$ cat src/rtl/alu_pkg.sv
// Opcode encodings shared by the ALU datapath blocks, plus a name helper for logging.
package alu_pkg;

    localparam logic [3:0] OP_AND  = 4'b0010;
    localparam logic [3:0] OP_OR   = 4'b0011;
    localparam logic [3:0] OP_XOR  = 4'b0100;
    localparam logic [3:0] OP_NOR  = 4'b0101;
    localparam logic [3:0] OP_NAND = 4'b0110;
    localparam logic [3:0] OP_NOT  = 4'b0111;
    localparam logic [3:0] OP_ROL  = 4'b1000;
    localparam logic [3:0] OP_ROR  = 4'b1001;
    localparam logic [3:0] OP_ANDN = 4'b1010;

    function automatic string op_name(input logic [3:0] op);
        string name;
        case (op)
            OP_AND:  name = "AND";
            OP_OR:   name = "OR";
            OP_XOR:  name = "XOR";
            OP_NOR:  name = "NOR";
            OP_NAND: name = "NAND";
            OP_NOT:  name = "NOT";
            OP_ROL:  name = "ROL";
            OP_ROR:  name = "ROR";
            OP_ANDN: name = "ANDN";
            default: name = "ILLEGAL";
        endcase
        return name;
    endfunction

endpackage

$ cat src/rtl/logic_unit_pipe_if.sv
// Operand/result stream between the operand sources, the logic unit and the Z path.
interface logic_unit_pipe_if #(
    parameter int WIDTH = 32
);
    localparam int SHW = $clog2(WIDTH);

    logic             in_valid;
    logic             in_ready;
    logic [3:0]       opcode;
    logic [WIDTH-1:0] operand_A;
    logic [WIDTH-1:0] operand_B;
    logic [SHW-1:0]   shamt;
    logic             out_valid;
    logic             out_ready;
    logic [WIDTH-1:0] result;
    logic             zero;
    logic             illegal;
    logic             busy;

    modport master (
        output in_valid, opcode, operand_A, operand_B, shamt, out_ready,
        input  in_ready, out_valid, result, zero, illegal, busy
    );

    modport slave (
        input  in_valid, opcode, operand_A, operand_B, shamt, out_ready,
        output in_ready, out_valid, result, zero, illegal, busy
    );

endinterface

$ cat src/rtl/logic_core.sv
// Combinational bitwise/rotate datapath: opcode and operands in, result and illegal flag out.
module logic_core
    import alu_pkg::*;
#(
    parameter int WIDTH = 32,
    parameter int SHW   = $clog2(WIDTH)
) (
    input  logic [3:0]       opcode,
    input  logic [WIDTH-1:0] operand_A,
    input  logic [WIDTH-1:0] operand_B,
    input  logic [SHW-1:0]   shamt,
    output logic [WIDTH-1:0] result,
    output logic             illegal
);

    localparam int SW1 = SHW + 1;

    // Complementary shift amount; equals WIDTH when shamt is 0, which shifts everything out.
    logic [SW1-1:0]   rev_amt;
    logic [WIDTH-1:0] rol_val;
    logic [WIDTH-1:0] ror_val;

    assign rev_amt = SW1'(WIDTH) - SW1'(shamt);
    assign rol_val = (operand_A << shamt) | (operand_A >> rev_amt);
    assign ror_val = (operand_A >> shamt) | (operand_A << rev_amt);

    always_comb begin
        result  = '0;
        illegal = 1'b0;
        case (opcode)
            OP_AND:  result = operand_A & operand_B;
            OP_OR:   result = operand_A | operand_B;
            OP_XOR:  result = operand_A ^ operand_B;
            OP_NOR:  result = ~(operand_A | operand_B);
            OP_NAND: result = ~(operand_A & operand_B);
            OP_NOT:  result = ~operand_A;
            OP_ROL:  result = rol_val;
            OP_ROR:  result = ror_val;
            OP_ANDN: result = operand_A & ~operand_B;
            default: illegal = 1'b1;
        endcase
    end

endmodule

$ cat src/rtl/logic_unit_pipe.sv
// Pipelined logic/rotate unit: compute at accept into stage 1, then STAGES-1 carry-only slices.
module logic_unit_pipe
    import alu_pkg::*;
#(
    parameter int WIDTH  = 32,
    parameter int STAGES = 2
) (
    input  logic               clock,
    input  logic               clear,
    logic_unit_pipe_if.slave   bus
);

    localparam int SHW = $clog2(WIDTH);

    logic [WIDTH-1:0]  core_result;
    logic              core_illegal;
    logic              stall;
    logic              advance;

    logic              vld [STAGES];
    logic [WIDTH-1:0]  res [STAGES];
    logic              zro [STAGES];
    logic              ill [STAGES];
    logic [STAGES-1:0] vld_vec;

    logic_core #(
        .WIDTH (WIDTH),
        .SHW   (SHW)
    ) u_core (
        .opcode    (bus.opcode),
        .operand_A (bus.operand_A),
        .operand_B (bus.operand_B),
        .shamt     (bus.shamt),
        .result    (core_result),
        .illegal   (core_illegal)
    );

    // Whole pipe freezes while the tail is blocked, so bubbles keep their slots.
    assign stall   = vld[STAGES-1] & ~bus.out_ready;
    assign advance = ~stall;

    generate
        for (genvar i = 0; i < STAGES; i++) begin : g_stage
            logic             src_v;
            logic [WIDTH-1:0] src_r;
            logic             src_z;
            logic             src_i;

            if (i == 0) begin : g_head
                assign src_v = bus.in_valid;
                assign src_r = core_result;
                assign src_z = (core_result == '0);
                assign src_i = core_illegal;
            end else begin : g_body
                assign src_v = vld[i-1];
                assign src_r = res[i-1];
                assign src_z = zro[i-1];
                assign src_i = ill[i-1];
            end

            always_ff @(posedge clock or negedge clear) begin
                if (!clear) begin
                    vld[i] <= 1'b0;
                    res[i] <= '0;
                    zro[i] <= 1'b0;
                    ill[i] <= 1'b0;
                end else if (advance) begin
                    vld[i] <= src_v;
                    res[i] <= src_r;
                    zro[i] <= src_z;
                    ill[i] <= src_i;
                end
            end

            assign vld_vec[i] = vld[i];
        end
    endgenerate

    assign bus.in_ready  = advance;
    assign bus.out_valid = vld[STAGES-1];
    assign bus.result    = res[STAGES-1];
    assign bus.zero      = zro[STAGES-1];
    assign bus.illegal   = ill[STAGES-1];
    assign bus.busy      = |vld_vec;

endmodule

$ cat src/flat_wrapper.sv
// flat-port wrapper written by rule: the top's interface ports become plain ports
module logic_unit_pipe_flat import alu_pkg::*;
#(
    parameter int WIDTH  = 32,
    parameter int STAGES = 2
)
  (clock, clear, bus_in_valid, bus_opcode, bus_operand_A, bus_operand_B, bus_shamt, bus_out_ready, bus_in_ready, bus_out_valid, bus_result, bus_zero, bus_illegal, bus_busy);
  logic_unit_pipe_if #(.WIDTH(WIDTH)) bus_i ();
  input  logic clock;
  input  logic clear;
  input wire logic [$bits(bus_i.in_valid)-1:0] bus_in_valid;
  input wire logic [$bits(bus_i.opcode)-1:0] bus_opcode;
  input wire logic [$bits(bus_i.operand_A)-1:0] bus_operand_A;
  input wire logic [$bits(bus_i.operand_B)-1:0] bus_operand_B;
  input wire logic [$bits(bus_i.shamt)-1:0] bus_shamt;
  input wire logic [$bits(bus_i.out_ready)-1:0] bus_out_ready;
  output wire logic [$bits(bus_i.in_ready)-1:0] bus_in_ready;
  output wire logic [$bits(bus_i.out_valid)-1:0] bus_out_valid;
  output wire logic [$bits(bus_i.result)-1:0] bus_result;
  output wire logic [$bits(bus_i.zero)-1:0] bus_zero;
  output wire logic [$bits(bus_i.illegal)-1:0] bus_illegal;
  output wire logic [$bits(bus_i.busy)-1:0] bus_busy;
  assign bus_i.in_valid = bus_in_valid;
  assign bus_i.opcode = bus_opcode;
  assign bus_i.operand_A = bus_operand_A;
  assign bus_i.operand_B = bus_operand_B;
  assign bus_i.shamt = bus_shamt;
  assign bus_i.out_ready = bus_out_ready;
  assign bus_in_ready = bus_i.in_ready;
  assign bus_out_valid = bus_i.out_valid;
  assign bus_result = bus_i.result;
  assign bus_zero = bus_i.zero;
  assign bus_illegal = bus_i.illegal;
  assign bus_busy = bus_i.busy;
  logic_unit_pipe #(.WIDTH(WIDTH), .STAGES(STAGES)) u_core (.clock(clock), .clear(clear), .bus(bus_i));
endmodule
$ cat config.mk
export PLATFORM = sky130hd
export DESIGN_NAME = logic_unit_pipe_flat
export DESIGN_NICKNAME = d
export VERILOG_FILES = /design/src/rtl/alu_pkg.sv /design/src/rtl/logic_unit_pipe_if.sv /design/src/rtl/logic_core.sv /design/src/rtl/logic_unit_pipe.sv /design/src/flat_wrapper.sv
export SDC_FILE = /design/constraint.sdc
export NUM_CORES = 1
export LEC_CHECK = 0
export CAP_MARGIN = 20
export CORE_MARGIN = 3
export CORE_UTILIZATION = 40
export DETAILED_ROUTE_END_ITERATION = 16
export DONT_BUFFER_PORTS = 1
export PLACE_DENSITY = 0.54
export SLEW_MARGIN = 10
export SYNTH_ARGS = -nofsm -noshare
export SYNTH_HDL_FRONTEND = slang
export SYNTH_SLANG_ARGS = --single-unit
$ cat constraint.sdc
create_clock -name clock -period 2.6 [get_ports clock]
set_clock_uncertainty 0.05 [all_clocks]
set_input_delay 0.52 -clock clock [delete_from_list [all_inputs] [get_ports clock]]
set_output_delay 0.52 -clock clock [all_outputs]
set_load 0.02 [all_outputs]
-- Word-level counts from Yosys, hierarchy flattened
Cells that the tools add are included.
- flip-flop bits (word level): 70
- latch bits: 0
- bits in writable memories: 0
- memory bits (read-only): 0
- output and inout port bits: 37
- memories: 0
- add/subtract/negate cells: 1
- multiply operators: 0
- div/mod/pow operators: 0
- order comparisons: 0
- equal/unequal tests: 9
- shift-type cells: 4
- multiplexer cells: 2
- bitwise operators: 13
- reductions and logical operators: 3
- operators by type and width (kind ; count):
    $pmux W32 S9 ; 1
    $not A32 Y32 ; 4
    $or A32 B32 Y32 ; 3
    $and A32 B32 Y32 ; 2
    $logic_not A32 Y1 ; 1
    $shl A32 B5 Y32 ; 1
    $shl A32 B6 Y32 ; 1
    $shr A32 B5 Y32 ; 1
    $shr A32 B6 Y32 ; 1
    $xor A32 B32 Y32 ; 1
    $eq A4 B3 Y1 const B ; 4
    $eq A4 B4 Y1 const B ; 3
    $reduce_or A9 Y1 ; 1
    $eq A4 B2 Y1 const B ; 2
    $sub A6 B5 Y6 const A ; 1
    $not A1 Y1 ; 2
    $reduce_or A2 Y1 ; 1
    $and A1 B1 Y1 ; 1
    $mux W1 ; 1

-- Depth between registers and ports, before layout
- depth in word-level cells: 5
- gate-level depth with buffers: 19

-- By module
A second synthesis with hierarchy kept.
- cell total of the unflattened synthesis: 1626
- area total of the unflattened synthesis: 14328.7 µm²
- modules (own cells, without submodules) (module ; times used ; cells each ; area each (µm²) ; seq. area each (µm²)):
    logic_core ; 1 ; 1464 ; 11292.1 ; 0.0
    logic_unit_pipe ; 1 ; 162 ; 3036.7 ; 1751.7

-- Least setup slack after synthesis
OpenSTA, ideal clock, no wires.
- kind: input to register
- start: input port bus_shamt[1]
- end: register u_core.zro (netlist bit u_core.g_stage[1].src_z)
- arrival: 4840 ps
- required time: 2455 ps
- setup slack: -2386 ps
- cell stages on the path: 16
- cell sequence: buf_2 > buf_2 > inv_2 > clkbuf_1 > buf_1 > ha_1 > xor2_1 > buf_4 > mux4_2 > nand2_1 > o21ai_2 > a2111oi_4 > nand3_1 > or4_1 > or4_1 > o31ai_1
- cells in the longest elaborated chain, start to end: 5
- elaborated cells between the ends (all ways): 9
- those cells by class: add/sub: 1; shift: 4; mux: 1; bitwise: 2; reduce/logical: 1
- ends and longest elaborated chain (item ; RTL line ; text):
    start: declaration ; flat_wrapper.sv:15 ; input wire logic [$bits(bus_i.shamt)-1:0] bus_shamt;
    $sub A6 B5 Y6 ; logic_core.sv:23 ; assign rev_amt = SW1'(WIDTH) - SW1'(shamt);
    $shl A32 B6 Y32 or $shr A32 B6 Y32 (tied branches) ; logic_core.sv:25, logic_core.sv:24 ;
    $or A32 B32 Y32 (on tied branches) ; logic_core.sv:25, logic_core.sv:24 ;
    $pmux W32 S9 (*) ; logic_core.sv:30 ; case (opcode)
    $logic_not A32 Y1 (*) ; logic_unit_pipe.sv:52 ; assign src_z = (core_result == '0);
    end signal: indexed assignment ; logic_unit_pipe.sv:70 ; zro[i] <= src_z;
    end: declaration ; logic_unit_pipe.sv:22 ; logic zro [STAGES];
Every way passes the cells marked *; elsewhere a longest branch is shown, timed or not.
A chain may end at the register's enable or synchronous reset.

-- Final worst setup path
- start: input port bus_shamt[0]
- end: register u_core.zro (netlist bit u_core.g_stage[1].src_z)
Same word-level chain as after synthesis.

==> impl_metrics.prom <==
# TYPE chip_impl_metric gauge
chip_impl_metric{name="max_clock_freq",unit="GHz"} 0.292
chip_impl_metric{name="portBuffers",unit=""} 0
chip_impl_metric{name="period_needed",unit="ns"} 3.43
chip_impl_metric{name="timing.setup.tns",unit="ns"} -6.12
chip_impl_metric{name="worst_slack",unit="ns"} -0.828
chip_impl_metric{name="totalWireLength",unit="um"} 82100
chip_impl_metric{name="antenna_found_initial",unit=""} 4
chip_impl_metric{name="syn_area",unit="um^2"} 13100
chip_impl_metric{name="route.detailed.wl_per_inst",unit="um"} 33.4
chip_impl_metric{name="post-route-period-util",unit="%"} 132
chip_impl_info{name="start_kind",value="primary input"} 1
chip_impl_metric{name="floorplan.die.height",unit="um"} 187
chip_impl_info{name="root_buffer",value="clkbuf_16"} 1
chip_impl_metric{name="holdWs",unit="ns"} 0.0265
chip_impl_metric{name="yosys_register_bits",unit=""} 70
chip_impl_metric{name="dieWidth",unit="um"} 187
chip_impl_metric{name="drt_pre_antenna_iters",unit=""} 6
chip_impl_metric{name="i_o_pin_count",unit=""} 114
chip_impl_info{name="critical_path_class",value="primary input to register"} 1
chip_impl_metric{name="total_congestion_overflow_after_global_routing",unit=""} 0
chip_impl_info{name="hold_class",value="primary input to asynchronous set/reset pin"} 1
chip_impl_info{name="worst_setup_path_endpoint",value="u_core.g_stage[1].src_z"} 1
chip_impl_metric{name="preCtsSetupSlack",unit="ns"} -1.24
chip_impl_metric{name="static-leakage-power",unit="nW"} 8.31
chip_impl_metric{name="async_flop_share",unit="%"} 100
chip_impl_metric{name="netlist_instances",unit=""} 1652
chip_impl_metric{name="global_route.usage.total",unit="%"} 45.0
chip_impl_metric{name="place_hpwl",unit="um"} 63500
chip_impl_info{name="setup.worst_path.start",value="bus_shamt[0]"} 1
chip_impl_metric{name="r2r_cells",unit=""} 10
chip_impl_metric{name="timing.critical_path.arrival",unit="ns"} 3.62
chip_impl_metric{name="syn-num-nets",unit=""} 1826
chip_impl_metric{name="starting_density_of_the_core",unit="%"} 41.0
chip_impl_metric{name="clock_sinks",unit=""} 70
chip_impl_metric{name="finalSetupViolations",unit=""} 28
chip_impl_metric{name="final_standard_cell_count_with_taps_included_and_fillers_excluded",unit=""} 2459
chip_impl_metric{name="synth_enable_flop_cells",unit=""} 0
chip_impl_metric{name="wire_length_of_the_first_global_routing_pass",unit="um"} 115000
chip_impl_metric{name="num-nets-final",unit=""} 2189
chip_impl_metric{name="syn-mean-instance-area",unit="um^2"} 7.92
chip_impl_metric{name="clkSlewWorstSetupHoldPaths",unit="ns"} 0.06
chip_impl_metric{name="peakVddDrop",unit="mV"} 0.459
chip_impl_metric{name="dieArea",unit="um^2"} 34900
chip_impl_info{name="failing_checks",value="setup timing"} 1
chip_impl_metric{name="final-hold-violation-count",unit=""} 0
chip_impl_metric{name="via_count",unit=""} 16675
chip_impl_metric{name="worst_slew_pin_slew",unit="ns"} 1.00
chip_impl_metric{name="placeableCoreArea",unit="um^2"} 31900
chip_impl_metric{name="later_pin_clock_latency_in_the_skew_report",unit="ns"} 0.33
chip_impl_metric{name="first_global_vias",unit=""} 15855
chip_impl_metric{name="vias_per_cell",unit=""} 6.78
chip_impl_info{name="ys.flop_type",value="dfrtp_1"} 1
chip_impl_metric{name="seq_area_frac_synth",unit="%"} 13.4
chip_impl_metric{name="cts.path.max_buffers",unit=""} 2
chip_impl_metric{name="drt_drc_violations_left",unit=""} 0
chip_impl_metric{name="place_congestion",unit=""} 1.16
chip_impl_info{name="r2r_start",value="u_core.bus.out_valid"} 1
chip_impl_metric{name="yosys.cell_types.count",unit=""} 89
chip_impl_info{name="cts_tree",value="yes"} 1
chip_impl_info{name="critical_path.reg2reg.endpoint",value="u_core.g_stage[1].src_z"} 1
chip_impl_metric{name="power_per_cell_area",unit="nW/um^2"} 376
chip_impl_metric{name="cts_max_level",unit=""} 3
chip_impl_metric{name="yosysWarnings",unit=""} 0
chip_impl_metric{name="fill_cells",unit=""} 3011
chip_impl_metric{name="std_cell_rows",unit=""} 65
chip_impl_info{name="timing.critical_path.to_type",value="register"} 1
chip_impl_metric{name="max-cap-violations",unit=""} 0
chip_impl_metric{name="slew_headroom",unit="%"} 33.0
chip_impl_metric{name="syn2layout_area_growth",unit="%"} 39.8
chip_impl_info{name="status",value="complete, but fails checks"} 1
chip_impl_metric{name="number_of_placed_instances_taps_included",unit=""} 2412
chip_impl_metric{name="crit_path_max_fanout",unit=""} 113
chip_impl_metric{name="rrSetupSlack",unit="ns"} 0.04
chip_impl_info{name="rsz_0062_raised_after_global_routing",value="yes"} 1
chip_impl_metric{name="worst-endpoint-required",unit="ns"} 2.79
chip_impl_metric{name="cts_buf_count",unit=""} 9
chip_impl_metric{name="first_iter_violations",unit=""} 2417
chip_impl_metric{name="final_max_slew_viol_count",unit=""} 0
chip_impl_metric{name="final_antenna_net_count",unit=""} 0
chip_impl_metric{name="drive_above_1_share",unit="%"} 38.9
chip_impl_metric{name="grt_start_max_net_pins",unit=""} 114
[worst min-delay path by stage]
stage	to	cells past startpoint	slack [ns]	from
5_1_grt	u_core.g_stage[1].src_r[15]	1	0.05	clear
2_1_floorplan	u_core.bus.illegal	0	0.17	clear
3_3_place_gp	u_core.bus.result[29]	0	0.18	clear
4_1_cts	u_core.g_stage[1].src_r[12]	1	0.04	clear
6_report	u_core.bus.result[15]	1	0.03	clear
3_5_place_dp	u_core.bus.result[29]	0	0.18	clear
[per-stage QoR]
step / util (%) / power [mW] / instance area (um^2)
after floorplan: - / 3.48 / 13200
after global placement: 52.7 / 5.06 / 16800
after detailed placement: 52.7 / 5.08 / 16800
after CTS: 55.7 / 6.58 / 17800
after global routing: 57.3 / 7.11 / 18300
final: 57.3 / 6.87 / 18300
[cell usage after synthesis (23+ instances only)]
master	number	share of area, %
a21oi_1	50	1.9
a221oi_1	28	1.9
a22o_1	25	1.7
a22oi_1	31	1.8
buf_2	27	1.0
clkbuf_1	97	2.8
dfrtp_1	70	13
ha_1	97	9.3
inv_1	68	2.0
mux2_2	54	4.7
mux2i_1	122	9.3
mux4_2	61	11
nand2_1	247	7.1
nand3_1	24	0.92
nor2_1	140	4.0
o211ai_1	23	1.3
o21ai_0	74	2.8
o22ai_1	58	2.8
[layer usage]
metal	track usage [%]	wire (um)	share of wire, %	up-vias
li1	-	-	-	6902
met1	56.5	30500	37	8078
met2	65.9	33300	41	1309
met3	16.1	11100	14	382
met4	27.4	7080	8.6	4
met5	0	23	0.028	-
[where the power goes]
part,internal [mW],leakage [nW],switching (mW),total [mW]
logic,1.89,7.27,2.15,4.04
clock network,0.837,0.152,0.438,1.28
registers,1.28,0.888,0.262,1.55
[what timing repair did]
action	4_1_cts	5_1_grt
pin swaps	31	38
gates cloned	0	0
hold buffers	1	0
buffers inserted	26	16
endpoints found under the setup margin	29	30
gates resized for setup	95	106
endpoints found under the hold margin	70	0
[flip-flops by register name, indices dropped and copies added (netlist names)]
register,cells
u_core.bus.zero,1
u_core.bus.result,32
u_core.g_stage.src_r,32
u_core.g_stage.src_v,1
u_core.g_stage.src_i,1
u_core.bus.out_valid,1
u_core.g_stage.src_z,1
u_core.bus.illegal,1
[final cells by class]
type                    instances  area, um^2  share of cell area [%]
multi-input cells            1350       11100                    61.0
repair buffers                511        4200                    23.0
flip-flops and latches         70        1750                    9.59
well taps                     435         544                    2.98
inverters                      73         308                    1.68
clock buffers                  10         229                    1.25
clock inverters                 6        86.3                   0.472
diodes                          4        10.0                  0.0548
[critical path, cell delays in order]
cell     delay (ns)
mux2_2         0.38
mux4_2         0.55
buf_4          0.19
nand2_1        0.08
nor2_1         0.05
o21ai_2        0.16
buf_4          0.13
nand4_1        0.24
or4_4          0.50
or4_4          0.50
o31ai_2        0.18
[cells in the final DEF (no fill, tap or decap), types with 23 or more instances in the layout]
cell,instances
ha_1,96
inv_1,68
mux4_2,61
a221oi_1,23
o21ai_0,65
buf_4,455
a22o_1,24
nand2_1,240
mux2i_1,113
mux2_2,51
o22ai_1,53
o211ai_1,23
nand3_1,23
buf_6,38
nor2_1,127
a22oi_1,30
dfrtp_1,70
a21oi_1,39
[cell families after synthesis]
family	synth area share, %
simple gates	18.9
compound gates	23.8
mux	25.0
buf+inv	7.55
fa+ha+maj	9.28
flops	13.4
xor+xnor	2.07
Note: power is estimated with default switching activity, not from simulation.
==> patch (config.mk and constraints unchanged) <==
`STAGES` is set to 2 in 2 places; all go to 4.
--- a/src/rtl/logic_unit_pipe.sv
+++ b/src/rtl/logic_unit_pipe.sv
@@ -4,5 +4,5 @@
 #(
     parameter int WIDTH  = 32,
-    parameter int STAGES = 2
+    parameter int STAGES = 4
 ) (
     input  logic               clock,
--- a/src/flat_wrapper.sv
+++ b/src/flat_wrapper.sv
@@ -3,5 +3,5 @@
 #(
     parameter int WIDTH  = 32,
-    parameter int STAGES = 2
+    parameter int STAGES = 4
 )
   (clock, clear, bus_in_valid, bus_opcode, bus_operand_A, bus_operand_B, bus_shamt, bus_out_ready, bus_in_ready, bus_out_valid, bus_result, bus_zero, bus_illegal, bus_busy);
Function: changed (a bounded check fails within 4 cycles, from zero or initial values).
==> patch against the unedited design <==
The flow finishes with violations (negative hold slack, negative setup slack). Wire length grew 7.1%. Total power grew 70%. Area after synthesis grew 26%. Combinational power grew 29%. Final area grew 20%. Register-to-register slack gained 0.36 ns. Sequential power grew 150%. Worst setup slack gained 0.49 ns. Die area grew 26%. Largest cell class unchanged. Sequential cell count grew 70.
==> patch: results (changes against the unedited design) <==
Synth
  – Mux contribution to synthesized area: 24.9% (-0.11 points)
  – Top post-synthesis cells by area: dfrtp_1, mux4_2, nand2_1
  – Mapped Nets: 2167 (+19%)
  – XOR/XNOR share of the synthesized area: 1.68% (-0.39 points)
  – Register area share after synthesis: 21.2% (+7.8 points)
  – Post-synth top cells: nand2_1, dfrtp_1, nor2_1

STA
  – Setup TNS: -1.70 ns (+4.42 ns)
  – Worst Hold Slack: -0.297 ns (-0.323 ns)
  – Final hold vios: 140 (+140)
  – Relative slew slack: 51.0% (+18 points)
  – Final WS setup: -0.334 ns (+0.494 ns)
  – Setup Viol. Count Final: 14 (-50%)

Clock network
  – H-tree depth: 4 (+1)
  – Max clock buf depth: 3 (+1)
  – Worst skew pair latency: 0.46 ns (+0.13 ns)

Global route
  – Total Routing Usage GR: 38.8% (-6.2 points)
  – Largest net degree at the start of global routing: 148 (+30%)
  – First-pass GRT wire length: 126000 µm (+9.3%)
  – Initial antenna violation count: 3 (-1)

Power
  – Reg power frac: 32.6% (+10 points)

Worst setup path
  – Max incr delay on CP: 0.48 ns (-0.07 ns)
  – Delay-heaviest family, CP: compound AO/OA/AOI/OAI gates

Placement
  – Pre-CTS setup slack: -1.33 ns (-0.0928 ns)
  – DP HPWL: 67500 µm (+6.3%)

Run status
  – Status: complete, but fails checks
  – Failing checks: negative hold slack, negative setup slack

Route
  – Routed len/inst: 30.5 µm (-8.7%)
  – Initial drt markers: 2397 (-0.83%)
  – Router iterations before antenna repair: 5 (-1)

Finish
  – Proportion of layout cells with a drive suffix above 1: 35.0% (-3.9 points)
  – Nets: 2527 (+15%)
## patch: cell count changes after synthesis, moves of 14 or more
cell / before / now
dfrtp_1: 70 / 140
a22oi_1: 31 / 54
mux4_2: 61 / 92
nand2_1: 247 / 433
o22ai_1: 58 / 15
a21oi_1: 50 / 67
clkbuf_1: 97 / 117
nor3_1: 20 / 36
buf_2: 27 / 41
a22o_1: 25 / 5
## patch: per-stage QoR
stage / power [mW] / cell area (µm²) / utilization [%] / hold WS, ns / cells
2_1_floorplan: 6.65 / 16800 / - / 0.174 / 1993
3_3_place_gp: 8.49 / 20300 / 50.3 / 0.177 / 2807
3_5_place_dp: 8.57 / 20300 / 50.3 / 0.177 / 2807
4_1_cts: 11.4 / 21400 / 53.0 / -0.313 / 2856
5_1_grt: 12.3 / 22000 / 54.6 / -0.315 / 2881
6_report: 11.7 / 22000 / 54.6 / -0.297 / 2883
## patch: layer usage
layer  wire length (µm)  vias to the layer above  GRT usage [%]
met4               5120                        0           18.5
met5                  0                        -              0
met3               8720                      216           8.49
met1              35600                     9224           52.2
met2              38400                     1069           59.4
li1                   -                     7976              -
## patch: final timing paths
kind	startpoint	to	slack [ns]	cells after the start
setup / recovery	bus_shamt[0]	u_core.g_stage[1].src_z	-0.33	10
hold / removal	clear	u_core.bus.result[1]	-0.30	0
setup reg to reg	u_core.bus.out_valid	u_core.g_stage[1].src_z	0.40	10
hold reg to reg	u_core.g_stage[1].src_r[30]	u_core.g_stage[2].src_r[30]	0.41	2
max in group asynchronous	clear	u_core.g_stage[3].src_r[10]	2.56	0
min in group clock	bus_in_valid	u_core.g_stage[1].src_v	0.13	2
## patch: power by group through the flow
stage / Combinational, mW / Clock, mW / Sequential (mW)
CTS: 4.91 / 2.70 / 3.82
detailed placement: 4.73 / 0 / 3.83
floorplan: 2.96 / 0 / 3.69
global placement: 4.68 / 0 / 3.80
finish: 5.22 / 2.63 / 3.81
global route: 5.59 / 2.79 / 3.92
## patch: area by class of cell
cell class,instances,area [µm²],area share [%]
timing repair buffer,527,4350,19.8
inverter,72,319,1.45
antenna,2,5.00,0.0228
multi-input combinational,1587,12500,56.7
sequential,140,3500,15.9
clock inverter,2,10.0,0.0455
tap,525,657,2.99
clock buffer,28,667,3.03
## patch: logic make-up after synthesis
family	after synthesis
multiplexers	288
buffers and inverters	266
adder cells (fa/ha/maj)	97
flip-flops	140
XOR/XNOR	30
AND/OR/NAND/NOR	750
AO/OA/AOI/OAI	422
## patch: timing repair
action,4_1_cts,5_1_grt
setup endpoints to repair,22,28
buffers inserted,19,31
resized for setup,58,89
pin swaps,27,51
endpoints found under the hold margin,140,140
cloned,0,1
